### config.mk
export PLATFORM = sky130hd
export DESIGN_NAME = pipe_hazard_sched
export DESIGN_NICKNAME = d
export VERILOG_FILES = /design/src/rtl/cpu_ctrl_pkg.sv /design/src/rtl/md_busy_cnt.sv /design/src/rtl/pipe_hazard_sched.sv
export SDC_FILE = /design/constraint.sdc
export NUM_CORES = 1
export LEC_CHECK = 0
export ABC_AREA = 1
export CAP_MARGIN = 40
export CORE_MARGIN = 5
export CORE_UTILIZATION = 39
export DETAILED_ROUTE_END_ITERATION = 8
export PLACE_DENSITY = 0.87
export SYNTH_ARGS = -nofsm -noshare
export SYNTH_HDL_FRONTEND = slang
export SYNTH_SLANG_ARGS = --single-unit
### constraint.sdc
create_clock -name clk -period 2.15 [get_ports clk]
set_clock_uncertainty 0.1 [all_clocks]
set_input_delay 0.5375 -clock clk [delete_from_list [all_inputs] [get_ports clk]]
set_output_delay 0.5375 -clock clk [all_outputs]
set_load 0.02 [all_outputs]
### src/rtl/cpu_ctrl_pkg.sv
// Shared definitions for the pipeline control slice.
// Holds the MIPS exception codes, the hazard scheduler FSM encoding and the
// default multi-cycle unit latencies.
package cpu_ctrl_pkg;

    localparam logic [4:0] EXC_INT  = 5'd0;
    localparam logic [4:0] EXC_ADEL = 5'd4;
    localparam logic [4:0] EXC_ADES = 5'd5;
    localparam logic [4:0] EXC_RI   = 5'd10;
    localparam logic [4:0] EXC_OV   = 5'd12;

    localparam int MUL_LAT_DEF = 5;
    localparam int DIV_LAT_DEF = 10;
    localparam int CNT_W_DEF   = 4;

    typedef enum logic [1:0] {
        ST_RUN        = 2'd0,
        ST_EXC_REDIR  = 2'd1,
        ST_ERET_REDIR = 2'd2
    } sched_state_t;

endpackage

### src/rtl/md_busy_cnt.sv
// Loadable down-counter tracking HI/LO occupancy after a mult/div issues.
// Ports:
//   clk, reset  : clock, async active-high reset
//   load        : load load_val this edge (wins over decrement)
//   load_val    : cycles the unit stays busy
//   busy        : counter non-zero
module md_busy_cnt #(
    parameter int CNT_W = 4
) (
    input  logic             clk,
    input  logic             reset,
    input  logic             load,
    input  logic [CNT_W-1:0] load_val,
    output logic             busy
);

    logic [CNT_W-1:0] md_cnt_q;
    logic [CNT_W-1:0] md_cnt_d;

    always_comb begin
        md_cnt_d = md_cnt_q;
        if (load) begin
            md_cnt_d = load_val;
        end else if (md_cnt_q != '0) begin
            md_cnt_d = md_cnt_q - 1'b1;
        end
    end

    always_ff @(posedge clk or posedge reset) begin
        if (reset) begin
            md_cnt_q <= '0;
        end else begin
            md_cnt_q <= md_cnt_d;
        end
    end

    assign busy = (md_cnt_q != '0);

endmodule

### src/rtl/pipe_hazard_sched.sv
// Stall / flush / redirect sequencer for the 5-stage MIPS pipeline.
// Exceptions and interrupts are taken precisely at M; the cycle after the
// flush redirects the PC to the handler vector (exception) or EPC (ERET).
// Ports:
//   inputs  : load_use_d, md_use_d, md_start_e, md_is_div_e, exp_valid_m,
//             exp_m, eret_m, int_req, exl
//   outputs : stall_f/stall_d (hold PC, F/D), flush_d/e/m (clear F/D, D/E,
//             E/M), epc_we + exc_code (CP0 capture), pc_redirect(+_sel),
//             md_busy (HI/LO not ready)
//
// state         | meaning
// ST_RUN        | normal issue; hazards and exceptions resolved here
// ST_EXC_REDIR  | pipe flushed, PC takes the exception vector
// ST_ERET_REDIR | pipe flushed, PC takes EPC
module pipe_hazard_sched
    import cpu_ctrl_pkg::*;
#(
    parameter int MUL_LAT = MUL_LAT_DEF,
    parameter int DIV_LAT = DIV_LAT_DEF,
    parameter int CNT_W   = CNT_W_DEF
) (
    input  logic       clk,
    input  logic       reset,
    input  logic       load_use_d,
    input  logic       md_use_d,
    input  logic       md_start_e,
    input  logic       md_is_div_e,
    input  logic       exp_valid_m,
    input  logic [4:0] exp_m,
    input  logic       eret_m,
    input  logic       int_req,
    input  logic       exl,
    output logic       stall_f,
    output logic       stall_d,
    output logic       flush_d,
    output logic       flush_e,
    output logic       flush_m,
    output logic       epc_we,
    output logic [4:0] exc_code,
    output logic       pc_redirect,
    output logic       pc_redirect_sel,
    output logic       md_busy
);

    sched_state_t state_q, state_d;
    logic         int_pending_q, int_pending_d;
    logic         take_int, take_exc;
    logic         md_load;
    logic [CNT_W-1:0] md_load_val;
    logic         cnt_busy;

    assign take_int = int_pending_q & ~exl;
    assign take_exc = exp_valid_m | take_int;

    // A mult/div in E that is being flushed never reaches the unit.
    assign md_load     = (state_q == ST_RUN) & md_start_e & ~take_exc & ~eret_m;
    assign md_load_val = md_is_div_e ? CNT_W'(DIV_LAT) : CNT_W'(MUL_LAT);

    md_busy_cnt #(.CNT_W(CNT_W)) u_md_busy_cnt (
        .clk      (clk),
        .reset    (reset),
        .load     (md_load),
        .load_val (md_load_val),
        .busy     (cnt_busy)
    );

    always_ff @(posedge clk or posedge reset) begin
        if (reset) begin
            state_q       <= ST_RUN;
            int_pending_q <= 1'b0;
        end else begin
            state_q       <= state_d;
            int_pending_q <= int_pending_d;
        end
    end

    always_comb begin
        state_d = state_q;
        case (state_q)
            ST_RUN: begin
                if (take_exc) begin
                    state_d = ST_EXC_REDIR;
                end else if (eret_m) begin
                    state_d = ST_ERET_REDIR;
                end
            end
            ST_EXC_REDIR:  state_d = ST_RUN;
            ST_ERET_REDIR: state_d = ST_RUN;
            default:       state_d = ST_RUN;
        endcase
    end

    // Interrupt is consumed only when it, not an internal exception, caused
    // the flush; a still-asserted request re-arms it.
    always_comb begin
        int_pending_d = int_pending_q;
        if ((state_q == ST_RUN) && take_int && !exp_valid_m) begin
            int_pending_d = 1'b0;
        end
        if (int_req) begin
            int_pending_d = 1'b1;
        end
    end

    always_comb begin
        stall_f         = 1'b0;
        stall_d         = 1'b0;
        flush_d         = 1'b0;
        flush_e         = 1'b0;
        flush_m         = 1'b0;
        epc_we          = 1'b0;
        exc_code        = 5'd0;
        pc_redirect     = 1'b0;
        pc_redirect_sel = 1'b0;
        md_busy         = 1'b0;
        if (!reset) begin
            md_busy = cnt_busy;
            case (state_q)
                ST_RUN: begin
                    if (take_exc) begin
                        flush_d  = 1'b1;
                        flush_e  = 1'b1;
                        flush_m  = 1'b1;
                        epc_we   = 1'b1;
                        exc_code = exp_valid_m ? exp_m : EXC_INT;
                    end else if (eret_m) begin
                        flush_d = 1'b1;
                        flush_e = 1'b1;
                        flush_m = 1'b1;
                    end else if ((cnt_busy && md_use_d) || load_use_d) begin
                        stall_f = 1'b1;
                        stall_d = 1'b1;
                        flush_e = 1'b1;
                    end
                end
                ST_EXC_REDIR: begin
                    pc_redirect = 1'b1;
                    flush_d     = 1'b1;
                end
                ST_ERET_REDIR: begin
                    pc_redirect     = 1'b1;
                    pc_redirect_sel = 1'b1;
                    flush_d         = 1'b1;
                end
                default: ;
            endcase
        end
    end

endmodule

# == After elaboration in Yosys (flattened, before gate mapping) ==
# Index checks and enable logic that the tools add are counted.
# classes
add_sub_neg,1
eq_ne,3
n_mux,35
n_bitwise,8
n_reduce_logical,10
# op_table
op,n
$mux 1,24
$mux 5,4
$mux 4,3
$mux 2,3
$and 1x1->1,4
$reduce_bool 2->1,2
$reduce_bool 4->1,1
$sub 4x1->4 const B,1
$logic_and 1x1->1,3
$ne 3x3->1 const B,1
$not 1->1,3
$eq 2x1->1 const B,1
$eq 2x2->1 const B,1
$logic_not 2->1,1
$pmux 1 s2,1
$reduce_or 2->1,1
$logic_not 1->1,1
$logic_or 1x1->1,1
$or 1x1->1,1
# word_totals
regBits,7
input_bits,15
wordCells,60

# == Depth between registers and ports, before layout ==
# Gate-level depths: netlist of the first run.
# logic_depth
ltp_word,8
depth_mapped,8

# == Hierarchy ==
# A second synthesis of the first run with hierarchy kept.
# hier_totals
cells_unflattened,91
area_unflattened_um2,588.1
# by_module_without_submodules
module,instances,cells_per_inst,area_each_um2,seq_area_each_um2
pipe_hazard_sched,1,53,320.3,75.1
md_busy_cnt,1,38,267.8,100.1

# == Least setup slack after synthesis of the first run ==
# Ideal clock, no wire load.
# synth_path
path_kind,reg2out
from,register state_q[0]
to,output stall_f
arrival_time_ps,1468
slack_ps,45
path_stages_with_launch,8
n_path_buf,1
cell_sequence,dfrtp_1 -> inv_1 -> ha_1 -> inv_1 -> nor2_4 -> nand2_1 -> nor2_1 -> buf_4
# synth_via
elab_chain_cells,3
# synth_lines
item,line_no,rtl
"start, declared",pipe_hazard_sched.sv:45,"sched_state_t state_q, state_d;"
"start signal, assigned",pipe_hazard_sched.sv:72,state_q <= state_d;
$logic_not 2->1,-,
$mux 1 (2 in series),-,
"end, declared",pipe_hazard_sched.sv:33,"output logic stall_f,"
# No other way between the ends.

# == Final worst setup path of the first run ==
# layout_path
from,register state_q[0]
to,output flush_d
# layout_via
elab_chain_cells,4
elab_cells_between_ends,6
classes_between,eq/ne (2); mux (2); reduce/logical (2)
# layout_lines
item,line_no,rtl
$eq 2x2->1 or $eq 2x1->1 (tied branches),pipe_hazard_sched.sv:118,case (state_q)
$reduce_or 2->1 (no line),-,
$pmux 1 s2 *,pipe_hazard_sched.sv:118,
$mux 1 *,pipe_hazard_sched.sv:116,if (!reset) begin
"end, declared",pipe_hazard_sched.sv:35,"output logic flush_d,"
# Mark *: on every way between the ends. The rest lies on a longest branch, timed or not.

==> impl_results.md, run 1 <==
* Hold Path Class: input pin to async pin
* Max cap viols at 0
* Power after layout at 0.000997 W
* ANT nets after route at 0
* Crit-path max cell delay at 410 ps
* Initial antenna violation count at 0
* Cell variety after synth at 19
* Clk network pwr share at 0.119
* Top cell type's share of synthesized area at 0.295
* Vias at 758
* Most common cell on crit path: buf_6
* Share of cells above drive strength 1 at 0.441
* Remaining Overflow, GRT at 0
* Via density at 4.71
* Worst Path Required at 1510 ps
* Top cells by area, synth: dfrtp_1 (30%), nand2_1 (15%), inv_1 (9.5%), nor2_1 (9.5%), ha_1 (8.4%)
* Status: finished, final reports clean
* Peak VDD IR at 0.599 mV
* Int Power at 0.000568 W
* Crit path capture type: primary output
* Crit start category: flip-flop
* Vias in the first global route at 746
* Worst slew pin tran at 238 ps
* DRT iter0 DRCs at 7
* Gpl congestion at 0.757
* Final setup viols at 0
* Reg power frac at 0.208
* Crit path max fanout at 3
* Sequential area share after synthesis at 0.295
* Cell Area, Synth at 593 µm²
* DR WL/cell at 12.8 µm
* DRT Wirelength at 2.07 mm
* Sink Count at 7
* Die Area at 2400 µm²
* Final Util at 0.746
* Nets at 165
* Slew Viols, Final at 0
* CTS tree: built
* Dpl ws at -589 ps
* Syn Inst Count at 90
* Ports at 29
* Gr usage total at 0.170
* Final Hold Fails at 0
* Setup WS post-layout at 23.6 ps
* Post-route cell area at 1100 µm²
* Die height at 49.0 µm
* Dominant synthesized flop cell: dfrtp_1
* Power Density at 909 nW/µm²
* DR pass1 iterations at 4
* Core Region at 1470 µm²
* Slowest CP cell: dfrtp_1
* CTS max path bufs at 2
* Die Wd at 49.0 µm
* Post-DP HPWL at 1.67 mm
* Mean post-synth cell area at 6.59 µm²
* Number of antenna diodes at 0
* Cell Chain, Critical Path: inv_2 > ha_4 > inv_4 > nor2_4 > buf_6 > nand2_4 > a21oi_2 > buf_6
* CP arrival at 1490 ps
* Lkg Pwr at 0.603 nW
* Number of synthesized flops with an enable pin at 0
* Most frequent cell after synthesis: nand2_1
* CTS root buffer: clkbuf_4
* Sw Ratio at 0.430
* Num CTS Buffers at 3
* Leading area contributor after synthesis: dfrtp_1
* Initial Util at 0.403
* Reg clk slew, reported paths at 50 ps
* Clk_lat worst skew at 250 ps
* Syn Nets at 109
* Global-route wire length before repair at 3.26 mm
* IO buf count at 28
* P&R area growth vs syn at 85.0%
* Max Clk Rate at 0.470 GHz
* # rows at 14
* Critical path type: flip-flop to primary output
* Asr flop ratio synth at 1.00
* CTS H-tree lvls at 1
* Post-synth top cells: nand2_1 (23), inv_1 (15), nor2_1 (15)
* Synthesized flop and latch total at 7
* DRC errors left at 0
* RSZ-0062 raised after global routing: true
* Yosys warns at 0
* Psw at 0.000429 W
* Logic gate share of total power at 0.673
* Slew HR at 0.841
* Dpl cell area at 1020 µm²
* Tcrit/Tclk final at 0.989
* Largest net degree at the start of global routing at 8
* Fin crit period at 2130 ps
## kinds of logic after synthesis
family / Yosys count / synth area share
AO/OA/AOI/OAI: 7 / 0.0759
buffers and inverters: 20 / 0.133
AND/OR/NAND/NOR: 52 / 0.411
flip-flops: 7 / 0.295
adder cells (fa/ha/maj): 4 / 0.0844
## metrics by stage
step | hold WS [ps] | setup TNS [ps] | instances
after floorplan | 249 | 0 | 90
after global placement | 408 | -6060 | 151
after detailed placement | 425 | -7110 | 151
after CTS | 424 | -15.1 | 157
after global routing | 448 | -74.9 | 161
final | 420 | 0 | 161
## path summary, 6_finish.rpt
kind                                    start                   endpoint  slack (ps)  cells after the start
worst max-delay path               state_q[0]                    flush_d          20                      8
worst min-delay path                    reset              int_pending_q         420                      3
worst max register to register     state_q[0]  u_md_busy_cnt.md_cnt_q[1]         640                      8
worst min register to register  int_pending_q              int_pending_q         450                      1
max in group asynchronous               reset  u_md_busy_cnt.md_cnt_q[1]        1410                      3
min in group clk                int_pending_q              int_pending_q         450                      1
## power groups by stage
stage | Sequential [W] | Combinational [W] | Clock, W
finish | 0.000207 | 0.000671 | 0.000118
global route | 0.000211 | 0.000738 | 0.000133
CTS | 0.000204 | 0.000584 | 0.000121
detailed placement | 0.000206 | 0.000597 | 0
global placement | 0.000202 | 0.000569 | 0
floorplan | 0.000205 | 0.000327 | 0
## cell usage in the layout, fill, tap and decap left out, types with 3 or more instances in the layout
cell type        instances
buf_4                   24
nand2_1                 22
nor2_1                  14
clkdlybuf4s50_1         10
inv_1                    9
inv_2                    8
dfrtp_1                  7
buf_2                    6
dlygate4sd2_1            5
buf_6                    5
nor2_2                   4
nand3_1                  4
o21ai_0                  3
clkbuf_4                 3
## sequential cells by signal (all words and copies together), names as in the netlist
signal / count
int_pending_q: 1
state_q: 2
u_md_busy_cnt.md_cnt_q: 4
## worst max-delay path: cells and delay by family (launching register included)
kind | cells | cell delay [ps]
and+or+nand+nor | 2 | 180
adders and majority gates | 1 | 140
DFF | 1 | 410
AOI/OAI and AO/OA | 1 | 140
buffers and inverters | 4 | 370
## metal layers
metal	wire (µm)	share of wire	vias up	track usage
met5	0	0	-	0
met4	30	0.015	0	0.0583
met3	130	0.063	4	0.0336
met2	1200	0.58	19	0.339
met1	712	0.34	353	0.167
li1	-	-	382	-
## layout make-up
type                    count  area [µm²]
fillers                   125         374
repair buffers             52         420
multi-input cells          63         382
inverters                  19        73.8
flip-flops and latches      7         175
well taps                  16        20.0
clock buffers               4        26.3
## repair_timing
action                                 CTS  global route
cloned                                   0             0
hold buffers                             0             0
gates resized for setup                 65            15
endpoints found under the hold margin    0             0
setup endpoints to repair               14            12
setup buffers                            2             4
pin swaps                                2             5
Power figures use the tool's default switching activity.
==> run 2: changes to the inputs <==
Settings changed: CAP_MARGIN 40 to 20, SETUP_SLACK_MARGIN set to 0.3.
==> run 2 against run 1 <==
Effect of this change:
- final area rose by 13%
- sequential cell count stayed put
- maximum frequency rose by 2.9%
- global-route usage rose by 0.27 points
- sequential power barely moved
- sequential share of layout area is 1.8 points lower
- core utilization is 9.4 points higher
- cell count is 1.2% higher
- worst setup slack improved by 59 ps
- die area unchanged
- routed wire length grew 9.7%
- critical endpoint is now stall_d
- largest cell class unchanged
- highest routed layer unchanged
==> impl_results.md, run 2 (same netlist as run 1, synthesis figures left out) <==
* Worst slew pin tran at 270 ps
* P&R area growth vs syn at 108%
* Num CTS Buffers at 3
* Via density at 4.83
* Remaining Overflow, GRT at 0
* Initial antenna violation count at 0
* Hold Path Class: input pin to async pin
* Fill count at 86
* Final setup viols at 0
* Vias in the first global route at 782
* Gr usage total at 0.172
* Share of cells above drive strength 1 at 0.558
* Int Power at 0.000670 W
* Gpl congestion at 0.845
* Commonest non-fill, non-tap cell in the layout: buf_4
* Logic gate share of total power at 0.727
* Initial Util at 0.403
* Clk network pwr share at 0.097
* Power Density at 959 nW/µm²
* Die Wd at 49.0 µm
* Status: finished, final reports clean
* Fin crit period at 2070 ps
* Max Clk Rate at 0.484 GHz
* Reg-to-reg startpoint: state_q[0]
* Dpl cell area at 1030 µm²
* Reg clk slew, reported paths at 50 ps
* CTS root buffer: clkbuf_4
* Hold_ws at 325 ps
* Reg2reg end: u_md_busy_cnt.md_cnt_q[1]
* DRC errors left at 0
* Nets at 167
* Crit path max fanout at 2
* Number of antenna diodes at 0
* # rows at 14
* R2r setup slk at 570 ps
* Post-route cell area at 1240 µm²
* Sink Count at 7
* Largest net degree at the start of global routing at 8
* IO buf count at 28
* R2R depth at 9
* Most frequent cells in the layout: buf_4 (28), nand2_1 (17), buf_6 (12), inv_2 (10), clkdlybuf4s50_1 (9)
* Clk_lat worst skew at 240 ps
* Final Util at 0.840
* Biggest regs: u_md_busy_cnt.md_cnt_q: 4 flops, state_q: 2 flops, int_pending_q: 1 flops
* Core Region at 1470 µm²
* Worst Path Required at 1510 ps
* Crit path capture type: primary output
* Final Hold Fails at 0
* Global-route wire length before repair at 3.31 mm
* CTS max path bufs at 2
* Peak VDD IR at 0.680 mV
* Hold Buf Count CTS at 0
* Critical path type: input pin to primary output
* DR pass1 iterations at 4
* Reg with most FFs: u_md_busy_cnt.md_cnt_q
* Die height at 49.0 µm
* DRT Wirelength at 2.27 mm
* CTS tree: built
* Max reg flops at 4
* Psw at 0.000516 W
* ANT nets after route at 0
* CTS H-tree lvls at 1
* Slew HR at 0.818
* Max cap viols at 0
* Tcrit/Tclk final at 0.961
* Die Area at 2400 µm²
* DR WL/cell at 13.9 µm
* Sw Ratio at 0.435
* DRT iter0 DRCs at 11
* Lkg Pwr at 0.639 nW
* Reg power frac at 0.176
* CP arrival at 1430 ps
* RSZ-0062 raised after global routing: true
* Post-DP HPWL at 1.50 mm
* Slew Viols, Final at 0
* Vias at 787
* Crit start category: input pin
* Ports at 29
-- run 2: cell count changes in the layout (fill, tap and decap cells not counted), sizes merged --
cell,previous run,this run
dlymetal6s2s,0,1
clkbuf,6,5
clkdlybuf4s50,10,9
buf,35,40
dlygate4sd2,5,3
-- run 2: power by group through the flow --
| stage | Combinational [W] | Sequential, W | Clock, W |
|---|---|---|---|
| finish | 0.000862 | 0.000208 | 0.000115 |
| CTS | 0.000710 | 0.000208 | 0.000121 |
| global placement | 0.000575 | 0.000201 | 0 |
| floorplan | 0.000335 | 0.000205 | 0 |
| global route | 0.000934 | 0.000214 | 0.000132 |
| detailed placement | 0.000596 | 0.000205 | 0 |
-- run 2: stage by stage --
step	total power, W	cells	TNS [ps]	worst slack (ps)
CTS	0.00104	160	0	48.6
detailed placement	0.000802	150	-6480	-563
global placement	0.000776	150	-5990	-498
finish	0.00119	163	0	82.8
global route	0.00128	163	0	47.0
floorplan	0.000540	90	0	264
-- run 2: worst max-delay path: stages --
cell,delay (ps)
clkdlybuf4s50_1,470
inv_1,50
nand2_2,50
nand2_2,70
nor2_4,120
buf_6,130
-- run 2: cell type report --
cell class | count | area (µm²) | area share
clock buffer | 4 | 26.3 | 0.0213
timing repair buffer | 54 | 479 | 0.388
sequential | 7 | 175 | 0.142
tap | 16 | 20.0 | 0.0162
multi-input combinational | 63 | 462 | 0.373
inverter | 19 | 73.8 | 0.0597
-- run 2: worst max-delay path by stage --
stage                               from      end  slack, ps  cells past startpoint
6_report                      load_use_d  stall_d         80                      6
5_1_grt        u_md_busy_cnt.md_cnt_q[0]  flush_e         50                      8
4_1_cts                       state_q[0]  flush_d         50                      7
3_5_place_dp                       reset  flush_d       -560                      5
3_3_place_gp                       reset  stall_d       -500                      5
2_1_floorplan                 state_q[1]  stall_f        260                      7
-- run 2: metal layers --
layer / GRT usage / wire length (µm)
met5: 0 / 0
met4: 0.0628 / 12
met3: 0.0581 / 123
met2: 0.293 / 1240
met1: 0.197 / 887
-- run 2: what timing repair did --
action / CTS / global route
endpoints found under the setup margin: 14 / 14
setup buffers: 6 / 3
gates cloned: 0 / 0
pin swaps: 12 / 12
resized for setup: 95 / 27
endpoints found under the hold margin: 0 / 0
==> run 3: changes to the inputs <==
Settings changed: CELL_PAD_IN_SITES_DETAIL_PLACEMENT set to 0, CELL_PAD_IN_SITES_GLOBAL_PLACEMENT set to 1, CORE_UTILIZATION 39 to 26.
==> run 3 against run 2 <==
Effect of this change:
- first-iteration DRC count up 9.1%
- largest cell class unchanged
- cell count increased by 8.6%
- worst setup slack improved by 11 ps
- sequential cell count is the same
- via count down 4.1%
- register-to-register slack improved by 100 ps
- power fell by 10%
- routed wire length down 22%
- sequential power about the same
- clock power rose by 6%
- die area increased by 39%
- hold slack gained 92 ps
==> impl_results.md, run 3 (same netlist as run 1, synthesis figures left out) <==
* Max cap viols at 0
* Initial antenna violation count at 0
* Hold Buf Count CTS at 0
* Worst Path Required at 1510 ps
* Die Wd at 57.8 µm
* Reg clk slew, reported paths at 60 ps
* Remaining Overflow, GRT at 0
* Sink Count at 7
* Clk_lat worst skew at 260 ps
* Status: finished, final reports clean
* DRC errors left at 0
* RSZ-0062 raised after global routing: true
* CTS max path bufs at 2
* Commonest non-fill, non-tap cell in the layout: buf_4
* Slew HR at 0.886
* Psw at 0.000447 W
* Core Region at 2190 µm²
* Peak VDD IR at 0.418 mV
* Logic gate share of total power at 0.692
* IO buf count at 28
* Lkg Pwr at 0.628 nW
* Global-route wire length before repair at 3.07 mm
* Vias in the first global route at 735
* Hold Path Class: input pin to async pin
* Die height at 57.8 µm
* Crit path capture type: primary output
* Critical path type: flip-flop to primary output
* Max reg flops at 4
* Crit path max fanout at 3
* DR pass1 iterations at 4
* Num CTS Buffers at 3
* DRT iter0 DRCs at 12
* Slew Viols, Final at 0
* Clk network pwr share at 0.115
* ANT nets after route at 0
* Ports at 29
* Share of cells above drive strength 1 at 0.530
* CTS root buffer: clkbuf_4
* Crit start category: flip-flop
* Sw Ratio at 0.419
* Gr usage total at 0.118
* Gpl congestion at 0.701
* Via density at 4.27
* Setup TNS at 0 ps
* DRT Wirelength at 1.77 mm
* Largest net degree at the start of global routing at 8
* Die Area at 3340 µm²
* Dpl cell area at 1050 µm²
* Final Hold Fails at 0
* Vias at 755
* CP arrival at 1420 ps
* Most frequent cells in the layout: buf_4 (34), nand2_1 (19), inv_2 (10), nor2_1 (10)
* CTS tree: built
* Reg with most FFs: u_md_busy_cnt.md_cnt_q
* CTS H-tree lvls at 1
* P&R area growth vs syn at 105%
* Power Density at 877 nW/µm²
* DR WL/cell at 10.0 µm
* Nets at 169
* Biggest regs: u_md_busy_cnt.md_cnt_q: 4 flops, state_q: 2 flops, int_pending_q: 1 flops
* # rows at 17
* Post-route cell area at 1220 µm²
* Final setup viols at 0
* Max Clk Rate at 0.486 GHz
* Tcrit/Tclk final at 0.956
* Fin crit period at 2060 ps
* Initial Util at 0.271
* Reg power frac at 0.193
* Worst slew pin tran at 169 ps
* Post-DP HPWL at 1.41 mm
* Number of antenna diodes at 0
* Int Power at 0.000620 W
[run 3: cell count changes in the layout (fill, tap and decap cells not counted), sizes merged]
cell	delta
buf	+2
clkdlybuf4s50	-1
dlygate4sd2	+2
dlymetal6s2s	-1
clkdlybuf4s15	+1
clkbuf	-1
[run 3: per-stage QoR]
stage	util	hold WS (ps)	total power [W]	worst slack, ps	cells
2_1_floorplan	-	249	0.000540	264	90
3_3_place_gp	0.479	414	0.000779	-479	163
3_5_place_dp	0.479	420	0.000798	-514	163
4_1_cts	0.529	390	0.00102	88.5	174
5_1_grt	0.555	438	0.00116	22.6	177
6_report	0.555	416	0.00107	94.2	177
[run 3: worst max-delay path: stages (launching register included)]
cell	delay, ps
dfrtp_1	390
inv_2	90
ha_4	140
inv_2	40
nor2_4	150
nand2_4	80
a21oi_2	120
buf_4	150
[run 3: final cells by class]
type / count / area [µm²]
Fill cell: 212 / 975
Timing Repair Buffer: 56 / 479
Multi-Input combinational cell: 63 / 427
Sequential cell: 7 / 175
Inverter: 19 / 73.8
Tap cell: 28 / 35.0
Clock buffer: 4 / 26.3
[run 3: worst paths after layout]
check                      slack [ps]                   endpoint     startpoint  depth (start not counted)
hold reg to reg                   450              int_pending_q  int_pending_q                          1
min in group clk                  450              int_pending_q  int_pending_q                          1
setup / recovery                   90                    flush_d     state_q[1]                          7
setup reg to reg                  670  u_md_busy_cnt.md_cnt_q[1]     state_q[1]                          9
max in group asynchronous        1400  u_md_busy_cnt.md_cnt_q[1]          reset                          3
hold / removal                    420  u_md_busy_cnt.md_cnt_q[3]          reset                          3
[run 3: power by group through the flow]
stage	sequential [W]	clock, W	combinational [W]
floorplan	0.000205	0	0.000335
global placement	0.000201	0	0.000578
detailed placement	0.000203	0	0.000595
CTS	0.000206	0.000126	0.000690
global route	0.000211	0.000133	0.000820
finish	0.000206	0.000122	0.000738
[run 3: per-layer routing]
layer | track usage | part of all wire
met1 | 0.129 | 0.41
met2 | 0.202 | 0.52
met5 | 0 | 0
met4 | 0.0861 | 0.017
met3 | 0.0200 | 0.049
[run 3: repair_timing]
item | in CTS | in global routing
endpoints found under the setup margin | 14 | 14
resized for setup | 97 | 13
buffers inserted | 7 | 3
pin swaps | 10 | 6
